==> config.mk <==
export PLATFORM = sky130hd
export DESIGN_NAME = burst_pulse_sequencer_flat
export DESIGN_NICKNAME = d
export VERILOG_FILES = /design/src/rtl/burst_seq_pkg.sv /design/src/rtl/burst_pulse_sequencer_if.sv /design/src/rtl/seq_down_counter.sv /design/src/rtl/burst_pulse_sequencer.sv /design/src/flat_wrapper.sv
export SDC_FILE = /design/constraint.sdc
export NUM_CORES = 1
export LEC_CHECK = 0
export ABC_CLOCK_PERIOD_IN_PS = 2600
export BUFFER_PORTS_ARGS = -buffer_cell sky130_fd_sc_hd__clkbuf_2
export CAP_MARGIN = 20
export CORE_ASPECT_RATIO = 1.75
export CORE_MARGIN = 5
export CORE_UTILIZATION = 35
export CTS_BUF_LIST = sky130_fd_sc_hd__clkbuf_4 sky130_fd_sc_hd__clkbuf_8
export CTS_CLUSTER_DIAMETER = 80
export CTS_CLUSTER_SIZE = 10
export DETAILED_ROUTE_END_ITERATION = 10
export SLEW_MARGIN = 20
export SYNTH_ARGS = -nofsm -noshare
export SYNTH_HDL_FRONTEND = slang
export SYNTH_HIERARCHICAL = 1
export SYNTH_SLANG_ARGS = --single-unit
export TNS_END_PERCENT = 30
==> constraint.sdc <==
create_clock -name sysClk -period 2.6 [get_ports sysClk]
set_input_delay 0.52 -clock sysClk [delete_from_list [all_inputs] [get_ports sysClk]]
set_output_delay 0.52 -clock sysClk [all_outputs]
set_load 0.02 [all_outputs]
==> src/rtl/burst_seq_pkg.sv <==
// Shared types and constants for the burst pulse sequencer.
//   seq_state_t  : sequencer FSM state encoding
//   DEF_PULSES   : default pulses per burst (reproduces the fixed 16-cycle frame)
//   DEF_GAP      : default idle-low cycles between bursts
//   isActive()   : true for states that produce the pulse stream (busy)
package burst_seq_pkg;

    typedef enum logic [2:0] {
        IDLE,
        HI,
        LO,
        GAP,
        DONE
    } seq_state_t;

    localparam int unsigned DEF_PULSES = 7;
    localparam int unsigned DEF_GAP    = 2;

    function automatic logic isActive(input seq_state_t s);
        return (s == HI) || (s == LO) || (s == GAP);
    endfunction

endpackage

==> src/rtl/burst_pulse_sequencer_if.sv <==
// Control/status bundle between a requester and the burst pulse sequencer.
//   start, abort          : run request and immediate stop (abort wins)
//   cfgPulses/Gap/Bursts  : run configuration, sampled on an accepted start
//   clkMod                : modulated pulse stream
//   busy, done, burstCnt  : run status
// master drives requests and config; slave is the sequencer.
interface burst_pulse_sequencer_if #(
    parameter int unsigned P_W = 4,
    parameter int unsigned G_W = 4,
    parameter int unsigned B_W = 8
);

    logic           start;
    logic           abort;
    logic [P_W-1:0] cfgPulses;
    logic [G_W-1:0] cfgGap;
    logic [B_W-1:0] cfgBursts;
    logic           clkMod;
    logic           busy;
    logic           done;
    logic [B_W-1:0] burstCnt;

    modport master (
        output start, abort, cfgPulses, cfgGap, cfgBursts,
        input  clkMod, busy, done, burstCnt
    );

    modport slave (
        input  start, abort, cfgPulses, cfgGap, cfgBursts,
        output clkMod, busy, done, burstCnt
    );

endinterface

==> src/rtl/seq_down_counter.sv <==
// Loadable down counter with a zero flag.
//   sysClk, sysRst : clock and synchronous active-high reset
//   load, loadVal  : load a new value (takes priority over dec)
//   dec            : decrement by one (wraps below zero; callers never do that)
//   zero           : current count is zero
module seq_down_counter #(
    parameter int unsigned Width = 4
) (
    input  logic             sysClk,
    input  logic             sysRst,
    input  logic             load,
    input  logic [Width-1:0] loadVal,
    input  logic             dec,
    output logic             zero
);

    logic [Width-1:0] countQ;

    always_ff @(posedge sysClk) begin
        if (sysRst) begin
            countQ <= '0;
        end else if (load) begin
            countQ <= loadVal;
        end else if (dec) begin
            countQ <= countQ - Width'(1);
        end
    end

    assign zero = (countQ == '0);

endmodule

==> src/rtl/burst_pulse_sequencer.sv <==
// Programmable burst-pulse scheduler producing the registered modulated clock clkMod.
// A run is cfgBursts bursts of cfgPulses high/low pulse pairs with cfgGap low cycles
// between bursts; cfgBursts = 0 runs until abort.
//   sysClk, sysRst : clock and synchronous active-high reset
//   bus (slave)    : start/abort, config inputs, clkMod/busy/done/burstCnt outputs
module burst_pulse_sequencer
    import burst_seq_pkg::*;
#(
    parameter int unsigned P_W = 4,
    parameter int unsigned G_W = 4,
    parameter int unsigned B_W = 8
) (
    input logic                    sysClk,
    input logic                    sysRst,
    burst_pulse_sequencer_if.slave bus
);

    // The default frame must be expressible with the chosen counter widths.
    if (DEF_PULSES > (2 ** P_W) - 1 || DEF_GAP > (2 ** G_W) - 1) begin : gDefaultCheck
        $error("counter widths too narrow for default frame");
    end

    seq_state_t     stateQ, stateD;
    logic [P_W-1:0] cfgPulsesQ;
    logic [G_W-1:0] cfgGapQ;
    logic [B_W-1:0] cfgBurstsQ;
    logic [B_W-1:0] burstCntQ, burstCntD;
    logic           clkModQ, busyQ, doneQ;
    logic           cfgLatch;

    logic           pulseLoad, pulseDec, pulseZero;
    logic [P_W-1:0] pulseLoadVal;
    logic           gapLoad, gapDec, gapZero;
    logic [G_W-1:0] gapLoadVal;

    logic [B_W-1:0] burstCntInc;
    logic           runDone;

    // Counters hold "cycles remaining after this one", so they are loaded with N-1 and
    // the zero flag marks the final LO of a burst / final GAP cycle.
    seq_down_counter #(
        .Width(P_W)
    ) uPulseCnt (
        .sysClk (sysClk),
        .sysRst (sysRst),
        .load   (pulseLoad),
        .loadVal(pulseLoadVal),
        .dec    (pulseDec),
        .zero   (pulseZero)
    );

    seq_down_counter #(
        .Width(G_W)
    ) uGapCnt (
        .sysClk (sysClk),
        .sysRst (sysRst),
        .load   (gapLoad),
        .loadVal(gapLoadVal),
        .dec    (gapDec),
        .zero   (gapZero)
    );

    assign gapLoadVal = cfgGapQ - G_W'(1);

    // Continuous mode saturates instead of wrapping.
    assign burstCntInc = (cfgBurstsQ == '0 && burstCntQ == '1) ? burstCntQ
                                                                : burstCntQ + B_W'(1);
    assign runDone     = (cfgBurstsQ != '0) && ((burstCntQ + B_W'(1)) == cfgBurstsQ);

    always_comb begin
        stateD       = stateQ;
        burstCntD    = burstCntQ;
        cfgLatch     = 1'b0;
        pulseLoad    = 1'b0;
        pulseLoadVal = cfgPulsesQ - P_W'(1);
        pulseDec     = 1'b0;
        gapLoad      = 1'b0;
        gapDec       = 1'b0;

        unique case (stateQ)
            IDLE: begin
                if (bus.start && !bus.abort) begin
                    cfgLatch  = 1'b1;
                    burstCntD = '0;
                    if (bus.cfgPulses == '0) begin
                        stateD = DONE;
                    end else begin
                        // Config is latched on this same edge, so load from the inputs.
                        pulseLoad    = 1'b1;
                        pulseLoadVal = bus.cfgPulses - P_W'(1);
                        stateD       = HI;
                    end
                end
            end
            HI: begin
                stateD = bus.abort ? IDLE : LO;
            end
            LO: begin
                if (bus.abort) begin
                    stateD = IDLE;
                end else if (!pulseZero) begin
                    pulseDec = 1'b1;
                    stateD   = HI;
                end else begin
                    burstCntD = burstCntInc;
                    if (runDone) begin
                        stateD = DONE;
                    end else if (cfgGapQ != '0) begin
                        gapLoad = 1'b1;
                        stateD  = GAP;
                    end else begin
                        pulseLoad = 1'b1;
                        stateD    = HI;
                    end
                end
            end
            GAP: begin
                if (bus.abort) begin
                    stateD = IDLE;
                end else if (gapZero) begin
                    pulseLoad = 1'b1;
                    stateD    = HI;
                end else begin
                    gapDec = 1'b1;
                end
            end
            DONE: begin
                stateD = IDLE;
            end
            default: begin
                stateD = IDLE;
            end
        endcase
    end

    // Outputs are decoded from the next state and registered, so they change only on
    // the clock edge and never glitch.
    always_ff @(posedge sysClk) begin
        if (sysRst) begin
            stateQ    <= IDLE;
            burstCntQ <= '0;
            clkModQ   <= 1'b0;
            busyQ     <= 1'b0;
            doneQ     <= 1'b0;
        end else begin
            stateQ    <= stateD;
            burstCntQ <= burstCntD;
            clkModQ   <= (stateD == HI);
            busyQ     <= isActive(stateD);
            doneQ     <= (stateD == DONE);
        end
    end

    always_ff @(posedge sysClk) begin
        if (sysRst) begin
            cfgPulsesQ <= '0;
            cfgGapQ    <= '0;
            cfgBurstsQ <= '0;
        end else if (cfgLatch) begin
            cfgPulsesQ <= bus.cfgPulses;
            cfgGapQ    <= bus.cfgGap;
            cfgBurstsQ <= bus.cfgBursts;
        end
    end

    assign bus.clkMod   = clkModQ;
    assign bus.busy     = busyQ;
    assign bus.done     = doneQ;
    assign bus.burstCnt = burstCntQ;

endmodule

==> src/flat_wrapper.sv <==
// flat-port wrapper written by rule: the top's interface ports become plain ports
module burst_pulse_sequencer_flat import burst_seq_pkg::*;
#(
    parameter int unsigned P_W = 4,
    parameter int unsigned G_W = 4,
    parameter int unsigned B_W = 8
)
  (sysClk, sysRst, bus_start, bus_abort, bus_cfgPulses, bus_cfgGap, bus_cfgBursts, bus_clkMod, bus_busy, bus_done, bus_burstCnt);
  burst_pulse_sequencer_if #(.P_W(P_W), .G_W(G_W), .B_W(B_W)) bus_i ();
  input logic sysClk;
  input logic sysRst;
  input wire logic [$bits(bus_i.start)-1:0] bus_start;
  input wire logic [$bits(bus_i.abort)-1:0] bus_abort;
  input wire logic [$bits(bus_i.cfgPulses)-1:0] bus_cfgPulses;
  input wire logic [$bits(bus_i.cfgGap)-1:0] bus_cfgGap;
  input wire logic [$bits(bus_i.cfgBursts)-1:0] bus_cfgBursts;
  output wire logic [$bits(bus_i.clkMod)-1:0] bus_clkMod;
  output wire logic [$bits(bus_i.busy)-1:0] bus_busy;
  output wire logic [$bits(bus_i.done)-1:0] bus_done;
  output wire logic [$bits(bus_i.burstCnt)-1:0] bus_burstCnt;
  assign bus_i.start = bus_start;
  assign bus_i.abort = bus_abort;
  assign bus_i.cfgPulses = bus_cfgPulses;
  assign bus_i.cfgGap = bus_cfgGap;
  assign bus_i.cfgBursts = bus_cfgBursts;
  assign bus_clkMod = bus_i.clkMod;
  assign bus_busy = bus_i.busy;
  assign bus_done = bus_i.done;
  assign bus_burstCnt = bus_i.burstCnt;
  burst_pulse_sequencer #(.P_W(P_W), .G_W(G_W), .B_W(B_W)) u_core (.sysClk(sysClk), .sysRst(sysRst), .bus(bus_i));
endmodule
Word-level counts from Yosys, hierarchy flattened
Cells that the tools add are included.
{"block": "classes", "addsub": 6, "eq_ne": 13, "mux": 44, "reduce_logical": 17}
{"op": "two-way mux 8 bit", "count": 4}
{"op": "two-way mux 4 bit", "count": 7}
{"op": "two-way mux 1 bit", "count": 21}
{"op": "two-way mux 3 bit", "count": 7}
{"op": "subtractor 4 x 1 -> 4 bit (second input constant)", "count": 5}
{"op": "case mux 8 bit (2 select lines)", "count": 1}
{"op": "equality test 3 x 2 -> 1 bit (second input constant)", "count": 4}
{"op": "logical NOT 4 bit", "count": 3}
{"op": "case mux 3 bit (4 select lines)", "count": 1}
{"op": "adder 8 x 1 -> 8 bit (second input constant)", "count": 1}
{"op": "equality test 8 bit", "count": 1}
{"op": "equality test 8 bit (second input constant)", "count": 1}
{"op": "logical NOT 8 bit", "count": 1}
{"op": "nonzero test 8 bit", "count": 1}
{"op": "equality test 3 x 1 -> 1 bit (second input constant)", "count": 2}
{"op": "nonzero test 2 bit", "count": 3}
{"op": "AND reduction 5 bit", "count": 1}
{"op": "two-way mux 2 bit", "count": 2}
{"op": "!= test 2 x 1 -> 1 bit (second input constant)", "count": 2}
{"op": "!= test 2 bit (second input constant)", "count": 2}
{"op": "nonzero test 4 bit", "count": 1}
{"op": "equality test 3 bit (second input constant)", "count": 1}
{"op": "logical AND 1 bit", "count": 3}
{"op": "logical NOT 3 bit", "count": 1}
{"op": "other kinds (3)", "count": 4}
{"block": "word_totals", "ff_bits": 38, "inputBits": 20, "out_inout_bits": 11, "elab_cells": 90}

Longest topological paths before layout
{"block": "depth", "ltp_word": 10, "ltp_mapped": 10, "mapped_depth_nobuf": 9}

Cells and area by module
Netlist, hierarchy kept.
{"mod": "burst_pulse_sequencer", "instances": 1, "cells_per_inst": 224, "area_each_um2": 1706.6, "seq_area_each_um2": 600.6}
{"mod": "seq_down_counter", "instances": 2, "cells_per_inst": 26, "area_each_um2": 232.7, "seq_area_each_um2": 80.1}

Worst setup path before layout
No wires, ideal clock.
{"block": "synth_timing", "path_kind": "flip-flop to flip-flop", "from": "reg u_core.burstCntQ[0] (netlist: u_core/bus.burstCnt[0])", "to": "reg u_core.uPulseCnt.countQ[0]", "setup_time_ns": 0.114, "t_arrival_ns": 2.252, "required_ns": 2.486, "setup_slack_ns": 0.233, "path_stages_with_launch": 11, "path_buffers": 1, "period_less_slack_ns": 2.367, "cell_sequence": "dfxtp_1 ha_1 and3_1 nand3_1 xnor2_1 o211ai_1 nand2_1 o211ai_1 clkbuf_1 mux2i_1 nor2_1"}
{"block": "synth_between", "elab_chain_len": 8, "word_cells_on_any_way": 9, "cone_classes": "1 x add/sub; 1 x eq/ne; 5 x mux; 2 x reduce/logical"}
{"element": "from (decl)", "line_no": "burst_pulse_sequencer.sv:27", "rtl": "logic [B_W-1:0] burstCntQ, burstCntD;"}
{"element": "from (signal assigned)", "line_no": "burst_pulse_sequencer.sv:147", "rtl": "burstCntQ <= burstCntD;"}
{"element": "adder 8 x 1 -> 8 bit *", "line_no": "burst_pulse_sequencer.sv:68", "rtl": "assign runDone = (cfgBurstsQ != '0) && ((burstCntQ + B_W'(1)) == cfgBurstsQ);"}
{"element": "equality test 8 bit *", "line_no": "burst_pulse_sequencer.sv:68"}
{"element": "logical AND 1 bit *", "line_no": "burst_pulse_sequencer.sv:68"}
{"element": "two-way mux 1 bit *", "line_no": "burst_pulse_sequencer.sv:106", "rtl": "if (runDone) begin"}
{"element": "two-way mux 1 bit *", "line_no": "burst_pulse_sequencer.sv:101", "rtl": "end else if (!pulseZero) begin"}
{"element": "two-way mux 1 bit *", "line_no": "burst_pulse_sequencer.sv:99", "rtl": "if (bus.abort) begin"}
{"element": "case mux 1 bit (3 select lines) *", "line_no": "burst_pulse_sequencer.sv:80", "rtl": "unique case (stateQ)"}
{"element": "net u_core.pulseLoad", "line_no": "burst_pulse_sequencer.sv:31", "rtl": "logic pulseLoad, pulseDec, pulseZero;"}
{"element": "two-way mux 4 bit or nonzero test 2 bit (tied branches)"}
{"element": "to (signal assigned)", "line_no": "seq_down_counter.sv:23", "rtl": "countQ <= loadVal;"}
{"element": "to (signal assigned)", "line_no": "seq_down_counter.sv:25", "rtl": "countQ <= countQ - Width'(1);"}
{"element": "to (decl)", "line_no": "seq_down_counter.sv:17", "rtl": "logic [Width-1:0] countQ;"}
Mark *: on every way through the listed nets, which the timed path passes. The rest lies on a longest branch.
A chain may end at the register's enable or synchronous reset.

Worst setup path after layout
{"block": "layout_timing", "from": "reg u_core.burstCntQ[1] (netlist: u_core/bus.burstCnt[1])", "to": "reg u_core.uPulseCnt.countQ[1]"}
Same word-level chain as after synthesis.

==> summary.md <==
| Metric | Value |
|---|---|
| Status | complete, no violations |
| Ranking of synthesized cells by area | dfxtp_1 35%, nand2_1 7.9%, a21oi_1 7.6% |
| Placer congestion estimate | a little over 0.8 |
| Dpl hpwl | between 3 and 4 mm |
| Setup-failing EPs final | 0 |
| Core Rows | 38 |
| Flop pwr share | 0.506 |
| Postcts setup bufs | 0 |
| Clock buffer count from CTS | 5 |
| Area Overhead vs Synth | 17.0% |
| IO Count | 31 |
| Vias in the first global route | 1919 |
| Unique cell type count in the Yosys netlist | 44 |
| Clock latency on the worst-skew pair | between 200 and 300 ps |
| Skew final | roughly 8 ps |
| Crit share post-route | 0.922 |
| Post-cts sizing count | 0 |
| Ys flop type | dfxtp_1 |
| Average vias per placed instance | between 5 and 6 |
| Die height | 114 um |
| Core region area | 6130 sq um |
| Final min period | approximately 2400 ps |
| Synth top area share | 0.350 |
| Worst Hold Class | in2reg |
| CP Launch Type | register |
| Warnings, synthesis | 6 |
| Max layer used | met4 |
| Initial antenna violation count | 0 |
| Post-synth EDFFs | 0 |
| CP arrival | 2620 ps |
| Wirelength, routed | 5.09 mm |
| Starting Density | 0.354 |
| Final Max Slew Viols | 0 |
| Syn_area_per_cell | 7.87 sq um |
| Final worst-path setup slack | 203 ps |
| Met3 Wirelength | about 160 um |
| Die area | just under 8000 sq um |
| Initial DRC count | 60 |
| Ys async rst share | 0 |
| Pre-CTS WS | ~220 ps |
| Multi-input logic area | 1300 sq um |
| Pre-Repair DR Iteration Count | 4 |
| Port Buf Inserts | 30 |
| Clock buffer depth | 2 |
| Final nets | roughly 340 |
| Routed len/inst | ~13 um |
| Hold_buf cts | 0 |
| M1 wire length | between 1.5 and 2 mm |
| Via count | between 2k and 2.5k |
| WL met2 | ~2.8 mm |
| Clock root buffer | clkbuf_8 |
| DRC Markers | 0 |
| Layout cells sized above 1 | 0.192 |
| Net Switching | around 0.34 mW |
| R2R setup slack | about 200 ps |
| DP Cell Count | about 380 |
| CP Class | reg2reg |
| Achievable Freq | 417 MHz |
| CP Max Fanout | 7 |
| #FFs+latches synth | 38 |
| Final Hold Viols | 0 |
| Sw Ratio | 0.275 |
| CP required | around 2800 ps |
| Register area | ~760 sq um |
| Largest net degree at the start of global routing | 22 |
| Final Total Pwr | around 1.2 mW |
| Cell count after synthesis | 276 |
| Total GRT Usage | 0.134 |
| Pleak | 1.03 nW |
| CTS H-Tree Depth | 2 |
| Comb power frac | 0.150 |
| CTS tree | yes |
| Post-DRT Antenna Nets | 0 |
| Slew HR | 0.672 |
| Number of diodes | 0 |
| First-pass GRT wire length | approximately 8.6 mm |
| Sequential element share of the synthesized area | 0.350 |
| PwrDens | 484 nW/um^2 |
| Clock Pin Slew Worst Setup and Hold Paths | roughly 80 ps |
| Non-Filler Instances | 392 |
| Total gr overflow | 0 |
| CTS Sinks | 38 |
| Crit. End Element | register |
| RSZ-0062 raised after global routing | no |
| Maximum VDD drop | between 0.0003 and 0.0004 V |
| Fillers | between 600 and 700 |
| Syn nets | around 300 |
| Worst slew pin tran | ~500 ps |
| Yosys top cell by area | dfxtp_1 |
| Clock power share | 0.345 |
| Die W | a little under 70 um |
| Mapped cell area | between 2000 and 2500 sq um |
| Int Pwr | roughly 0.89 mW |
| MaxCap Viol Count | 0 |
| Setup TNS | 0 ps |
| Post-layout util | 0.414 |
synth_stat cells, types with 5 or more instances:
master    instances
nand2_1          46
dfxtp_1          38
a21oi_1          33
nor2_1           25
inv_1            18
xnor2_1          13
xor2_1           10
clkbuf_1          8
nor3_1            7
ha_1              6
nand3_1           6
o21ai_0           5
layout by cell type (no fill, tap or decap), types with 5 or more instances in the layout:
master	instances
nor3_1	7
ha_1	6
inv_1	18
a21oi_1	33
clkbuf_2	30
o21ai_0	5
nor2_1	25
buf_4	9
dfxtp_1	38
xnor2_1	13
nand3_1	6
nand2_1	46
clkbuf_8	6
xor2_1	10
cell type report:
| cell class | instances | share of cell area |
|---|---|---|
| clock buffer | 6 | 0.0325 |
| tap | 80 | 0.0394 |
| clock inverter | 2 | 0.00492 |
| timing repair buffer | 39 | 0.0857 |
| sequential | 38 | 0.299 |
| inverter | 18 | 0.0266 |
| multi-input combinational | 209 | 0.512 |
registers in the layout, summed over array words and instances (netlist names), 3 cells and up:
name                     flops
u_core/uGapCnt/countQ        4
u_core/cfgGapQ               4
u_core/uPulseCnt/countQ      4
u_core/stateQ                3
u_core/cfgBurstsQ            8
u_core/cfgPulsesQ            4
u_core/bus.burstCnt          8
path summary, 6_finish.rpt:
| check | from | endpoint | cells past startpoint |
|---|---|---|---|
| setup / recovery | u_core/bus.burstCnt[1] | u_core/uPulseCnt/countQ[1] | 10 |
| hold / removal | bus_cfgBursts[7] | u_core/cfgBurstsQ[7] | 3 |
| setup reg to reg | u_core/bus.burstCnt[1] | u_core/uPulseCnt/countQ[1] | 10 |
| hold reg to reg | u_core/cfgGapQ[0] | u_core/cfgGapQ[0] | 2 |
critical path, stage by stage (launching register included):
cell      delay, ps
dfxtp_1         440
ha_1            290
and3_1          260
xnor2_1          90
nor4_1          220
o211ai_1        240
nand2_1         150
o211ai_1         90
buf_4           180
a211o_1         220
a21oi_1         150
per-stage QoR:
stage	area [sq um]	hold slack (ps)
6_report	2540	436
5_1_grt	2540	442
2_1_floorplan	2170	449
3_3_place_gp	2450	458
3_5_place_dp	2450	468
4_1_cts	2540	428
metal layers:
metal  vias to the layer above  GRT usage
met5                         -          0
met4                         0     0.0717
met3                         9     0.0308
met2                        35      0.253
met1                       941      0.134
li1                       1028          -
power by group through the flow:
stage               logic, mW  registers [mW]  clock network, mW
finish                  0.184           0.622              0.424
detailed placement      0.186           0.637                  0
global placement        0.185           0.636                  0
floorplan               0.123           0.635                  0
global route            0.207           0.626              0.466
CTS                     0.187           0.623              0.443
cell families after synthesis:
family                     after synthesis  share of synthesized area
buffers and inverters                   29                     0.0513
muxes                                    3                     0.0138
AOI/OAI and AO/OA                       66                      0.199
and+or+nand+nor                        111                      0.259
xor gates and xnor gates                23                     0.0927
DFF                                     38                      0.350
adders and majority gates                6                     0.0346
Power figures use the tool's default switching activity.
